<file path="src/rtl/fir_mac_sched.sv">
// fir_mac_sched: 6-tap FIR with one multiplier and one adder in a 2-stage pipeline.
// Result is valid 7 edges after accept and is held until out_ready. Optional macro FIR_MAC_SCHED_SCALE_EN.
module fir_mac_sched #(
  parameter int DATA_W    = 32,
  parameter int COEF_FRAC = 12
) (
  input  logic              clk,
  input  logic              rst,
  input  logic              in_valid,
  output logic              in_ready,
  input  logic [DATA_W-1:0] x0,
  input  logic [DATA_W-1:0] x1,
  input  logic [DATA_W-1:0] x2,
  input  logic [DATA_W-1:0] x3,
  input  logic [DATA_W-1:0] x4,
  input  logic [DATA_W-1:0] x5,
  output logic              out_valid,
  input  logic              out_ready,
  output logic [DATA_W-1:0] out_data,
  output logic              busy,
  output logic [2:0]        tap_idx
);

  typedef enum logic [1:0] {S_IDLE, S_MUL, S_DRAIN, S_DONE} state_t;

  localparam logic signed [DATA_W-1:0] C_OUTER = DATA_W'(-276);
  localparam logic signed [DATA_W-1:0] C_MID   = DATA_W'(1163);
  localparam logic signed [DATA_W-1:0] C_INNER = DATA_W'(1819);

`ifdef FIR_MAC_SCHED_SCALE_EN
  localparam bit SCALE_EN = 1'b1;
`else
  localparam bit SCALE_EN = 1'b0;
`endif

  state_t                    r_state;
  logic [2:0]                r_idx;
  logic signed [DATA_W-1:0]  r_x [6];
  logic signed [DATA_W-1:0]  r_prod;
  logic signed [DATA_W-1:0]  r_acc;
  logic signed [DATA_W-1:0]  r_out;
  logic                      r_out_vld;

  logic signed [DATA_W-1:0]  w_x;
  logic signed [DATA_W-1:0]  w_c;
  logic signed [DATA_W-1:0]  w_prod;
  logic signed [DATA_W-1:0]  w_sum;
  logic signed [DATA_W-1:0]  w_out;

  always_comb begin
    w_x = r_x[0];
    w_c = C_OUTER;
    case (r_idx)
      3'd1:    begin w_x = r_x[1]; w_c = C_MID;   end
      3'd2:    begin w_x = r_x[2]; w_c = C_INNER; end
      3'd3:    begin w_x = r_x[3]; w_c = C_INNER; end
      3'd4:    begin w_x = r_x[4]; w_c = C_MID;   end
      3'd5:    begin w_x = r_x[5]; w_c = C_OUTER; end
      default: begin w_x = r_x[0]; w_c = C_OUTER; end
    endcase
  end

  // Same-width multiply keeps only the low DATA_W bits of the product (wraps).
  assign w_prod = w_x * w_c;
  assign w_sum  = r_acc + r_prod;
  assign w_out  = SCALE_EN ? (w_sum >>> COEF_FRAC) : w_sum;

  always_ff @(posedge clk or posedge rst) begin
    if (rst) begin
      r_state   <= S_IDLE;
      r_idx     <= 3'd0;
      r_prod    <= '0;
      r_acc     <= '0;
      r_out     <= '0;
      r_out_vld <= 1'b0;
      for (int i = 0; i < 6; i++) r_x[i] <= '0;
    end else begin
      case (r_state)
        S_IDLE: begin
          if (in_valid) begin
            r_x[0]  <= x0;
            r_x[1]  <= x1;
            r_x[2]  <= x2;
            r_x[3]  <= x3;
            r_x[4]  <= x4;
            r_x[5]  <= x5;
            r_acc   <= '0;
            r_idx   <= 3'd0;
            r_state <= S_MUL;
          end
        end
        S_MUL: begin
          r_prod <= w_prod;
          // The first product has nothing before it to accumulate.
          if (r_idx != 3'd0) r_acc <= w_sum;
          if (r_idx == 3'd5) begin
            r_idx   <= 3'd0;
            r_state <= S_DRAIN;
          end else begin
            r_idx <= r_idx + 3'd1;
          end
        end
        S_DRAIN: begin
          r_out     <= w_out;
          r_out_vld <= 1'b1;
          r_state   <= S_DONE;
        end
        S_DONE: begin
          if (out_ready) begin
            r_out_vld <= 1'b0;
            r_state   <= S_IDLE;
          end
        end
        default: r_state <= S_IDLE;
      endcase
    end
  end

  assign in_ready  = (r_state == S_IDLE);
  assign busy      = (r_state != S_IDLE);
  assign tap_idx   = r_idx;
  assign out_valid = r_out_vld;
  assign out_data  = r_out;

endmodule

</file>
<file path="config.mk">
export PLATFORM = sky130hd
export DESIGN_NAME = fir_mac_sched
export DESIGN_NICKNAME = d
export VERILOG_FILES = /design/src/rtl/fir_mac_sched.sv
export SDC_FILE = /design/constraint.sdc
export NUM_CORES = 2
export LEC_CHECK = 0
export BUFFER_PORTS_ARGS = -buffer_cell sky130_fd_sc_hd__buf_4
export CELL_PAD_IN_SITES_DETAIL_PLACEMENT = 1
export CELL_PAD_IN_SITES_GLOBAL_PLACEMENT = 1
export CORE_ASPECT_RATIO = 1.4
export CORE_MARGIN = 2
export CORE_UTILIZATION = 45
export CTS_CLUSTER_SIZE = 20
export DETAILED_ROUTE_END_ITERATION = 8
export GPL_TIMING_DRIVEN = 0
export PLACE_DENSITY_LB_ADDON = 0.25
export SETUP_SLACK_MARGIN = 0.2
export SLEW_MARGIN = 20
export SYNTH_ARGS = -nofsm -noshare
export SYNTH_HDL_FRONTEND = slang
export SYNTH_SLANG_ARGS = --single-unit
export TNS_END_PERCENT = 20
</file>
<file path="constraint.sdc">
create_clock -name clk -period 9.6 [get_ports clk]
set_clock_uncertainty 0.1 [all_clocks]
set_input_delay 1.92 -clock clk [delete_from_list [all_inputs] [get_ports clk]]
set_output_delay 1.92 -clock clk [all_outputs]
set_load 0.005 [all_outputs]
</file>
==> metrics <==
RD Place Congestion=0.9497; worst slew pin tran=0.8802 ns; FMAX=0.1066 GHz; CTS tree=done; largest family of logic cells by synthesized area=adder cells; ANT nets after route=0; Multi-input gate area=0.01802 mm^2; Starting DRT DRC Count=882; Die H=292.4 um; routed vias=20,178; CTS Buffer Depth=3; CTS Buf Count=31; Cells after Synth=2,477; area grow syn2layout=22.88%; fillers=6,240; vias in the first global route=23,751; Initial Util=45.52%; final setup TNS=0 ns; slowest CP cell=fa_2; Min Clock Period, post-route=9.384 ns; WP data arrival=9.79 ns; Die Width=210 um; core area=0.05873 mm^2; crit end category=register; Seq/Total Area, Yosys=27.33%; Clock transition at path regs=0.07 ns; Crit Path Class=reg -> reg; H-tree depth=1; Util after Layout=55.94%; post-cts hold buffer count=0; ys async rst share=100.0%; Total Die Area=0.06140 mm^2; Yosys warnings=0; Compound-Gate Fraction of Synth Area=8.597%; XOR/XNOR Fraction of Synth Area=3.426%; fin cells=3,634; syn_nets=3,208; mux cell area share after synthesis=11.38%; DR pass1 iterations=6; Vias/cell=5.553; CP max stage delay=0.65 ns; Crit Path Max Fanout=10; outcome=complete, no violations; row cnt=105; routed wire length=91,750 um; Simple-Gate Fraction of Synth Area=6.140%; layout cells sized above 1=30.71%; Clock Tree Root=clkbuf_16; nets=3,589; placed insts=3,467; Finish-stage setup viols=0; worst hold-check path type=reg -> reg; Yosys reg bits=292; Main synth FF type=dfrtp_1; IO buf count=231; Mapped Area=0.02673 mm^2; Worst Setup Start Kind=register; initial antenna violation count=7; register area=0.007311 mm^2; Tcrit/Tclk final=97.75%; Slew headroom=41.32%; final hold violations=0; Post-Synth Adder-Cell Area=34.92%; Synth Area per Inst=10.79 um^2; DR DRC count=0; total gr overflow=0; clock latency at the later pin of the worst-skew pair=0.62 ns; WL/cell=25.25 um; Sink Count=292; total routing usage reported by global routing=29.97%; post-DP HPWL=73,170 um; Synth cell types=78; most used cell, CP=fa_1; EDFF count, synth=0; number of max-cap violations=0; RSZ-0062 raised after global routing=yes; largest net degree at the start of global routing=36; Max Transition Viols Final=0; first-pass GRT wire length=137,900 um; IO Count=234; required time of the critical path=10.00 ns
sequential cells by signal (all words and copies together) (netlist names):
| signal | cells |
|---|---|
| r_state | 2 |
| tap_idx | 3 |
| out_valid | 1 |
| r_acc | 32 |
| out_data | 32 |
| r_x | 190 |
| r_prod | 32 |
final cells by class:
| cell class | count | area share, % |
|---|---|---|
| Buffer | 89 | 2.339 |
| Clock buffer | 43 | 2.651 |
| Inverter | 486 | 5.759 |
| Antenna cell | 3 | 0.02285 |
| Clock inverter | 14 | 0.6056 |
| Tap cell | 749 | 2.853 |
| Sequential cell | 292 | 22.25 |
| Timing Repair Buffer | 348 | 8.661 |
| Multi-Input combinational cell | 1610 | 54.86 |
critical path: cells and delay by family (launching register included):
| family | cells | cell delay [ns] |
|---|---|---|
| compound gates | 4 | 0.99 |
| mux | 1 | 0.26 |
| fa+ha+maj | 10 | 4.64 |
| buf+inv | 16 | 2.16 |
| xor+xnor | 1 | 0.14 |
| simple gates | 5 | 0.51 |
| flops | 1 | 0.44 |
layer usage:
| metal | global-route usage [%] | routed length, um | vias up |
|---|---|---|---|
| met5 | 0 | 46 | - |
| met4 | 19.01 | 7332 | 6 |
| met3 | 4.117 | 3762 | 299 |
| met2 | 57.72 | 49710 | 677 |
| met1 | 29.92 | 30890 | 10407 |
| li1 | - | - | 8789 |
cell usage after synthesis (all sizes together) (7+ instances only):
cell,number,area [um^2]
a211oi,8,65.06
ha,183,2290
a22o,26,227.7
clkbuf,65,244.0
a222oi,14,140.1
or2,7,43.79
nand2b,9,56.30
nand3,30,150.1
xnor2,79,699.4
nand2,127,476.7
a21oi,77,400.4
buf,24,125.1
nor2b,7,43.79
a31oi,7,50.05
xor2,17,148.9
and2,7,43.79
nor3,11,55.05
dfrtp,292,7307
a22oi,13,97.59
a21o,33,247.7
o31ai,8,60.06
o21bai,14,105.1
nand3b,7,52.55
o21a,14,105.1
mux2i,26,260.3
fa,352,7047
mux2,247,2781
o21ai,63,319.1
inv,486,1824
nor2,145,544.3
cell usage in the layout (no fill, tap or decap), types with 11 or more instances in the layout:
cell        instances
inv_1             443
fa_1              333
buf_4             332
dfrtp_1           289
mux2_2            246
ha_1              162
nor2_1            129
nand2_1           115
xnor2_1            71
a21oi_1            65
clkbuf_1           47
o21ai_0            42
clkbuf_16          39
inv_2              29
nand3_1            28
a21o_1             27
a22o_1             26
mux2i_1            26
fa_2               19
xor2_1             17
buf_12             15
o21bai_1           14
a222oi_1           14
ha_4               14
o21a_1             11
nor3_1             11
clkinvlp_4         11
stage by stage:
step / instance area (um^2) / hold slack [ns] / setup WS, ns
floorplan: 26740 / 0.3526 / -0.06858
global placement: 29410 / 0.3704 / -3.186
detailed placement: 29640 / 0.3798 / -3.140
CTS: 32180 / 0.3943 / 0.1688
global route: 32850 / 0.4209 / 0.08927
finish: 32850 / 0.3859 / 0.2156
logic make-up (layout without fill, tap and decap cells):
kind of cell / Yosys count / in the layout
muxes: 273 / 273
buffers and inverters: 575 / 980
and+or+nand+nor: 372 / 372
xor gates and xnor gates: 99 / 99
DFF: 292 / 292
other: 0 / 3
AOI/OAI and AO/OA: 331 / 331
adders and majority gates: 535 / 535
final timing paths:
path / cells after the start / slack (ns) / end / from
hold reg to reg: 2 / 0.39 / r_acc[9] / r_acc[9]
setup reg to reg: 37 / 0.22 / r_prod[25] / tap_idx[0]
min in group asynchronous: 2 / 1.29 / out_data[22] / rst
max in group asynchronous: 8 / 6.41 / r_x[184] / rst
setup / recovery: 37 / 0.22 / r_prod[25] / tap_idx[0]
hold / removal: 2 / 0.39 / r_acc[9] / r_acc[9]
timing repair:
action                     in CTS  in global routing
cloned                          2                  0
resized for setup             249                102
buffers inserted               73                 32
pin swaps                      73                 87
setup endpoints to repair      24                 10
Power is not shown: default switching activity piles up to over one toggle a cycle in this logic, so the estimate is an artifact.
